===== config.mk =====
export PLATFORM = sky130hd
export DESIGN_NAME = snn_cfg_serial_writer_flat
export DESIGN_NICKNAME = d
export VERILOG_FILES = /design/src/rtl/snn_cfg_serial_writer_pkg.sv /design/src/rtl/snn_cfg_serial_writer_if.sv /design/src/rtl/snn_cfg_serial_writer_sync_ff.sv /design/src/rtl/snn_cfg_serial_writer.sv /design/src/flat_wrapper.sv
export SDC_FILE = /design/constraint.sdc
export NUM_CORES = 1
export LEC_CHECK = 0
export CAP_MARGIN = 20
export CORE_UTILIZATION = 35
export DETAILED_ROUTE_END_ITERATION = 6
export PLACE_DENSITY = 0.56
export REMOVE_ABC_BUFFERS = 1
export SETUP_SLACK_MARGIN = 0.3
export SYNTH_ARGS = -nofsm -noshare
export SYNTH_HDL_FRONTEND = slang
export SYNTH_HIERARCHICAL = 1
export SYNTH_SLANG_ARGS = --single-unit
export TNS_END_PERCENT = 1

===== constraint.sdc =====
create_clock -name clk -period 2.5 [get_ports clk]
set_input_delay 0.5 -clock clk [delete_from_list [all_inputs] [get_ports clk]]
set_output_delay 0.5 -clock clk [all_outputs]
set_load 0.005 [all_outputs]

===== src/rtl/snn_cfg_serial_writer_pkg.sv =====
// snn_cfg_serial_writer_pkg: shared widths, state encoding and register map for the config writer
package snn_cfg_pkg;

    localparam int CFG_ADDR_W   = 4;
    localparam int CFG_DATA_W   = 8;
    localparam int CFG_MAX_ADDR = 14;
    localparam int CFG_CNT_W    = 5;

    typedef enum logic [1:0] {IDLE, ADDR, DATA} cfg_state_t;

    localparam logic [CFG_ADDR_W-1:0] A_THRESHOLD = 4'd0;
    localparam logic [CFG_ADDR_W-1:0] A_LEAK      = 4'd1;
    localparam logic [CFG_ADDR_W-1:0] A_REFRAC    = 4'd2;
    localparam logic [CFG_ADDR_W-1:0] A_W1_BASE   = 4'd3;
    localparam logic [CFG_ADDR_W-1:0] A_W2_BASE   = 4'd6;

    function automatic logic [CFG_CNT_W-1:0] sat_inc(input logic [CFG_CNT_W-1:0] a);
        return (&a) ? a : a + 1'b1;
    endfunction

endpackage


===== src/rtl/snn_cfg_serial_writer_if.sv =====
// snn_cfg_serial_writer_if: serial host pins plus the register-file write port
interface snn_cfg_serial_writer_if;
    import snn_cfg_pkg::*;

    logic                  ser_cs_n;
    logic                  ser_sclk;
    logic                  ser_mosi;
    logic [CFG_ADDR_W-1:0] addr;
    logic [CFG_DATA_W-1:0] data_out;
    logic                  write_enable;
    logic                  frame_err;
    logic                  busy;

    modport master (
        input  ser_cs_n, ser_sclk, ser_mosi,
        output addr, data_out, write_enable, frame_err, busy
    );

    modport slave (
        output ser_cs_n, ser_sclk, ser_mosi,
        input  addr, data_out, write_enable, frame_err, busy
    );
endinterface


===== src/rtl/snn_cfg_serial_writer_sync_ff.sv =====
// snn_sync_ff: multi-stage synchronizer with a per-bit reset value
module snn_sync_ff #(
    parameter int               WIDTH   = 1,
    parameter int               DEPTH   = 2,
    parameter logic [WIDTH-1:0] RST_VAL = '0
) (
    input  logic             clk,
    input  logic             reset,
    input  logic [WIDTH-1:0] d_i,
    output logic [WIDTH-1:0] q_o
);

    logic [WIDTH-1:0] stage_q [DEPTH];

    // shift the asynchronous inputs through DEPTH flops
    always_ff @(posedge clk or posedge reset) begin
        if (reset) begin
            for (int i = 0; i < DEPTH; i++) stage_q[i] <= RST_VAL;
        end else begin
            stage_q[0] <= d_i;
            for (int i = 1; i < DEPTH; i++) stage_q[i] <= stage_q[i-1];
        end
    end

    assign q_o = stage_q[DEPTH-1];

endmodule


===== src/rtl/snn_cfg_serial_writer.sv =====
// snn_cfg_serial_writer: bit-serial frame receiver driving the neuron register-file write port
module snn_cfg_serial_writer
    import snn_cfg_pkg::*;
#(
    parameter int SYNC_STAGES = 2,
    parameter int MAX_ADDR    = CFG_MAX_ADDR
) (
    input logic                    clk,
    input logic                    reset,
    snn_cfg_serial_writer_if.master bus
);

    logic [2:0]             sync;
    logic                   mosi_s, sclk_s, cs_s;
    logic [SYNC_STAGES-1:0] flush_q;
    logic                   arm_q, sclk_prev_q, cs_prev_q;
    logic                   sclk_rise, cs_fall, cs_rise;

    cfg_state_t             state_q, state_d;
    logic [2:0]             bitcnt_q, bitcnt_d;
    logic [CFG_DATA_W-1:0]  shift_q, shift_d;
    logic [CFG_CNT_W-1:0]   acnt_q, acnt_d;
    logic [CFG_ADDR_W-1:0]  addr_q, addr_d;
    logic [CFG_DATA_W-1:0]  data_q, data_d;
    logic                   we_q, we_d;
    logic                   err_q, err_d;
    logic [CFG_DATA_W-1:0]  byte_in;

    snn_sync_ff #(.WIDTH(3), .DEPTH(SYNC_STAGES), .RST_VAL(3'b011)) u_sync (
        .clk   (clk),
        .reset (reset),
        .d_i   ({bus.ser_mosi, bus.ser_sclk, bus.ser_cs_n}),
        .q_o   (sync)
    );

    assign {mosi_s, sclk_s, cs_s} = sync;

    // a cs_n falling edge only counts once cs_n has really been seen high after the
    // synchronizer has flushed its reset value, so a pin held low through reset starts nothing
    assign sclk_rise = sclk_s & ~sclk_prev_q;
    assign cs_fall   = arm_q & cs_prev_q & ~cs_s;
    assign cs_rise   = cs_s & ~cs_prev_q;
    assign byte_in   = {shift_q[CFG_DATA_W-2:0], mosi_s};

    // edge-detect history and frame-start arming
    always_ff @(posedge clk or posedge reset) begin
        if (reset) begin
            flush_q     <= '0;
            arm_q       <= 1'b0;
            sclk_prev_q <= 1'b1;
            cs_prev_q   <= 1'b1;
        end else begin
            flush_q     <= {flush_q[SYNC_STAGES-2:0], 1'b1};
            arm_q       <= arm_q | (&flush_q & cs_s);
            sclk_prev_q <= sclk_s;
            cs_prev_q   <= cs_s;
        end
    end

    // FSM state register
    always_ff @(posedge clk or posedge reset) begin
        if (reset) state_q <= IDLE;
        else       state_q <= state_d;
    end

    // next state: cs_n rise always wins over a coincident sclk rise
    always_comb begin
        state_d = state_q;
        case (state_q)
            IDLE:    state_d = cs_fall ? ADDR : IDLE;
            ADDR:    state_d = cs_rise ? IDLE : (sclk_rise && bitcnt_q == 3'd3) ? DATA : ADDR;
            DATA:    state_d = cs_rise ? IDLE : DATA;
            default: state_d = IDLE;
        endcase
    end

    // datapath next values: bit shifting, address counting, write issue and error tracking
    always_comb begin
        bitcnt_d = bitcnt_q;
        shift_d  = shift_q;
        acnt_d   = acnt_q;
        addr_d   = addr_q;
        data_d   = data_q;
        we_d     = 1'b0;
        err_d    = err_q;
        case (state_q)
            IDLE: begin
                if (cs_fall) begin
                    bitcnt_d = '0;
                    err_d    = 1'b0;
                end
            end
            ADDR: begin
                if (cs_rise) begin
                    err_d = 1'b1;
                end else if (sclk_rise) begin
                    acnt_d   = {1'b0, acnt_q[CFG_ADDR_W-2:0], mosi_s};
                    bitcnt_d = (bitcnt_q == 3'd3) ? 3'd0 : bitcnt_q + 3'd1;
                end
            end
            DATA: begin
                if (cs_rise) begin
                    err_d = err_q | (bitcnt_q != 3'd0);
                end else if (sclk_rise) begin
                    shift_d  = byte_in;
                    bitcnt_d = bitcnt_q + 3'd1;
                    if (bitcnt_q == 3'd7) begin
                        acnt_d = sat_inc(acnt_q);
                        if (acnt_q <= CFG_CNT_W'(MAX_ADDR)) begin
                            addr_d = acnt_q[CFG_ADDR_W-1:0];
                            data_d = byte_in;
                            we_d   = 1'b1;
                        end else begin
                            err_d = 1'b1;
                        end
                    end
                end
            end
            default: ;
        endcase
    end

    // datapath and output registers
    always_ff @(posedge clk or posedge reset) begin
        if (reset) begin
            bitcnt_q <= '0;
            shift_q  <= '0;
            acnt_q   <= '0;
            addr_q   <= '0;
            data_q   <= '0;
            we_q     <= 1'b0;
            err_q    <= 1'b0;
        end else begin
            bitcnt_q <= bitcnt_d;
            shift_q  <= shift_d;
            acnt_q   <= acnt_d;
            addr_q   <= addr_d;
            data_q   <= data_d;
            we_q     <= we_d;
            err_q    <= err_d;
        end
    end

    assign bus.addr         = addr_q;
    assign bus.data_out     = data_q;
    assign bus.write_enable = we_q;
    assign bus.frame_err    = err_q;
    assign bus.busy         = (state_q != IDLE);

endmodule


===== src/flat_wrapper.sv =====
// flat-port wrapper written by rule: the top's interface ports become plain ports
module snn_cfg_serial_writer_flat import snn_cfg_pkg::*;
#(
    parameter int SYNC_STAGES = 2,
    parameter int MAX_ADDR    = CFG_MAX_ADDR
)
  (clk, reset, bus_ser_cs_n, bus_ser_sclk, bus_ser_mosi, bus_addr, bus_data_out, bus_write_enable, bus_frame_err, bus_busy);
  snn_cfg_serial_writer_if bus_i ();
  input logic clk;
  input logic reset;
  input wire logic [$bits(bus_i.ser_cs_n)-1:0] bus_ser_cs_n;
  input wire logic [$bits(bus_i.ser_sclk)-1:0] bus_ser_sclk;
  input wire logic [$bits(bus_i.ser_mosi)-1:0] bus_ser_mosi;
  output wire logic [$bits(bus_i.addr)-1:0] bus_addr;
  output wire logic [$bits(bus_i.data_out)-1:0] bus_data_out;
  output wire logic [$bits(bus_i.write_enable)-1:0] bus_write_enable;
  output wire logic [$bits(bus_i.frame_err)-1:0] bus_frame_err;
  output wire logic [$bits(bus_i.busy)-1:0] bus_busy;
  assign bus_i.ser_cs_n = bus_ser_cs_n;
  assign bus_i.ser_sclk = bus_ser_sclk;
  assign bus_i.ser_mosi = bus_ser_mosi;
  assign bus_addr = bus_i.addr;
  assign bus_data_out = bus_i.data_out;
  assign bus_write_enable = bus_i.write_enable;
  assign bus_frame_err = bus_i.frame_err;
  assign bus_busy = bus_i.busy;
  snn_cfg_serial_writer #(.SYNC_STAGES(SYNC_STAGES), .MAX_ADDR(MAX_ADDR)) u_core (.clk(clk), .reset(reset), .bus(bus_i));
endmodule

==> results.cfg <==
[yosys]
syn_avg_cell_area_um2 = 12.8
ys.flop_type = dfrtp_1
synth_edf_count = 0
yosysUniqueCellTypes = 38
synth-seq-area-share_pct = 53.6
synth-seq-cells = 42
netlist_instances = 154
ys_warn_count = 6
synthArstFlopShare_pct = 100
synth.cell_area_um2 = 1970

[floorplan]
die_h_um = 77.1
rows = 26
initial_utilization_pct = 37.4
fp.dieW_um = 77.1
dieArea_um2 = 5940
core_um2 = 5270
pin_count = 20

[detailed_routing]
dr.pass1.iters = 4
routed-wl-met2_mm = 1.49
highest_layer = met4
finalWirelength_mm = 3.20
wl_met1_mm = 1.51
vias = 1198
wl_met3_um = 154
postRouteAntennaNets = 0
avgRoutedWirePerCell_um = 12.8
viasPerCell = 4.79
drc_errors = 0
initialDrtViolationCount = 68

[clock_tree]
h-tree-depth = 2
tritoncts = yes
clkSinkCount = 42
cts-root-buf = clkbuf_8
clkLatencyLatePin_ps = 290
cts_hold_buf = 0
cts_buffers = 5
clockBufferDepth = 2
clk_pin_slew_ps = 80

[timing]
finalSetupTns_ps = 0
hold_viol = 0
fmax_mhz = 474
period_minus_slack_ps = 2110
maxSlewHeadroom_pct = 65.2
rsz0062_at_grt = no
fin_crit_sh_pct = 84.4
fin_skew_ps = 7.38
slew_viol_final = 0
worst_pin_slew_ps = 519
setup_viol = 0

[setup_path]
arrival_ps = 2290
end_kind = register
worstPathMaxFanout = 8
critPathLaunchType = register
critPathKind = reg2reg
required_ps = 2680

[global_route]
grt_max_degree = 21
gr-total-overflow = 0
grt_pass1_vias = 1252
grt_usage_pct = 12.3
antenna_found_initial = 0
grt_first_pass_wirelength_mm = 5.72

[layout]
antennaDiodeCount = 0
drive_gt1_share_pct = 26.7
layout_common_cells = dfrtp_1 (36), mux2_2 (20), clkdlybuf4s50_1 (19)
layout_commonest_cell = dfrtp_1
fin_nets = 196
syn2layout_area_growth_pct = 19.1
fin_cells = 250

[min_path]
hold_path.class = reg2reg

[placement]
finalWeightedCongestion = 0.829
placed_cells = 241
port_buffers = 19
dp_hpwl_mm = 2.35

[power]
vdd_ir_drop_max_v = 0.000303
p_leak_nw = 1.06
total_power_w = 0.00142
p_per_area_nw_per_um2 = 606

[job]
drv_cap = 0

[status]
outcome = finished, final reports clean
==> where the power goes <==
group	internal [W]	leakage, nW	switching, W
registers	0.000721	0.546	0.0000503
clock network	0.000222	0.0472	0.000227
logic	0.000100	0.465	0.000104
total	0.00104	1.06	0.000381
==> per-layer routing <==
metal	GRT usage, %	vias to the layer above
met5	0	-
met4	5.47	0
met3	3.93	5
met2	19.2	28
met1	15.6	576
li1	-	589
==> final cells by class <==
class                   instances  area (um2)
repair buffers                 23         233
flip-flops and latches         42        1060
fillers                       499        2920
inverters                      14        52.6
clock inverters                 2        12.5
well taps                      70        87.6
multi-input cells              93         823
clock buffers                   6        82.6
==> synthesized netlist by cell type (2+ instances only) <==
library cell	count	area [um2]
a21oi_1	3	15.0
a31o_2	2	17.5
a31oi_1	2	12.5
and3_1	3	18.8
buf_4	4	30.0
dfrtp_1	36	901
dfstp_2	6	158
ha_1	12	150
inv_1	14	52.6
mux2_2	20	225
mux2i_1	5	50.1
nand2_1	7	26.3
nand2b_1	2	12.5
nand3_1	2	10.0
nand3b_1	2	15.0
nand4_1	2	12.5
nor2_1	3	11.3
nor3_1	2	10.0
o211ai_1	4	30.0
o21ai_0	4	20.0
o22ai_1	2	12.5
==> cells by family after synthesis <==
logic type | after synthesis | share of synthesized area (%)
flops | 42 | 53.6
simple gates | 31 | 10.8
mux | 25 | 14.0
compound gates | 24 | 9.00
buf+inv | 19 | 4.76
fa+ha+maj | 12 | 7.61
other cells | 1 | 0.190
==> worst max-delay path, stage by stage (launching register included) <==
cell and delay (ps):
dfrtp_1 450, ha_1 230, and3_1 180, ha_1 170
nand3b_1 190, a211oi_4 290, buf_12 150, mux2_2 320
==> repair_timing <==
item                       4_1_cts  5_1_grt
pin swaps                        1        1
buffers inserted                 0        1
setup endpoints to repair        1       16
resized for setup                0        1
==> per-stage QoR <==
stage | utilization [%] | instance area (um2) | hold slack (ps) | worst slack, ps
after global routing | 44.6 | 2350 | 366 | 307
after detailed placement | 42.4 | 2230 | 337 | 318
after CTS | 44.2 | 2330 | 350 | 327
after global placement | 42.4 | 2230 | 336 | 366
final | 44.6 | 2350 | 348 | 391
after floorplan | - | 1930 | 288 | 462
==> flip-flops by register name (all words and copies together) (netlist names), 2 cells and up <==
name	flops
u_core/shift_q	7
u_core/bitcnt_q	3
u_core/flush_q	2
u_core/acnt_q	5
u_core/u_sync/q_o	3
u_core/bus.addr	4
u_core/u_sync/stage_q	3
u_core/state_q	2
u_core/bus.data_out	8
==> final timing paths <==
path	start	to	slack, ps	cells after the start
setup / recovery	u_core/acnt_q[1]	u_core/acnt_q[1]	390	7
setup reg to reg	u_core/acnt_q[1]	u_core/acnt_q[1]	390	7
hold / removal	u_core/u_sync/stage_q[5]	u_core/u_sync/q_o[2]	350	0
min in group asynchronous	reset	u_core/u_sync/q_o[2]	450	2
max in group asynchronous	reset	u_core/cs_prev_q	1630	3
hold reg to reg	u_core/u_sync/stage_q[5]	u_core/u_sync/q_o[2]	350	0
Note: power is estimated with default switching activity, not from simulation.
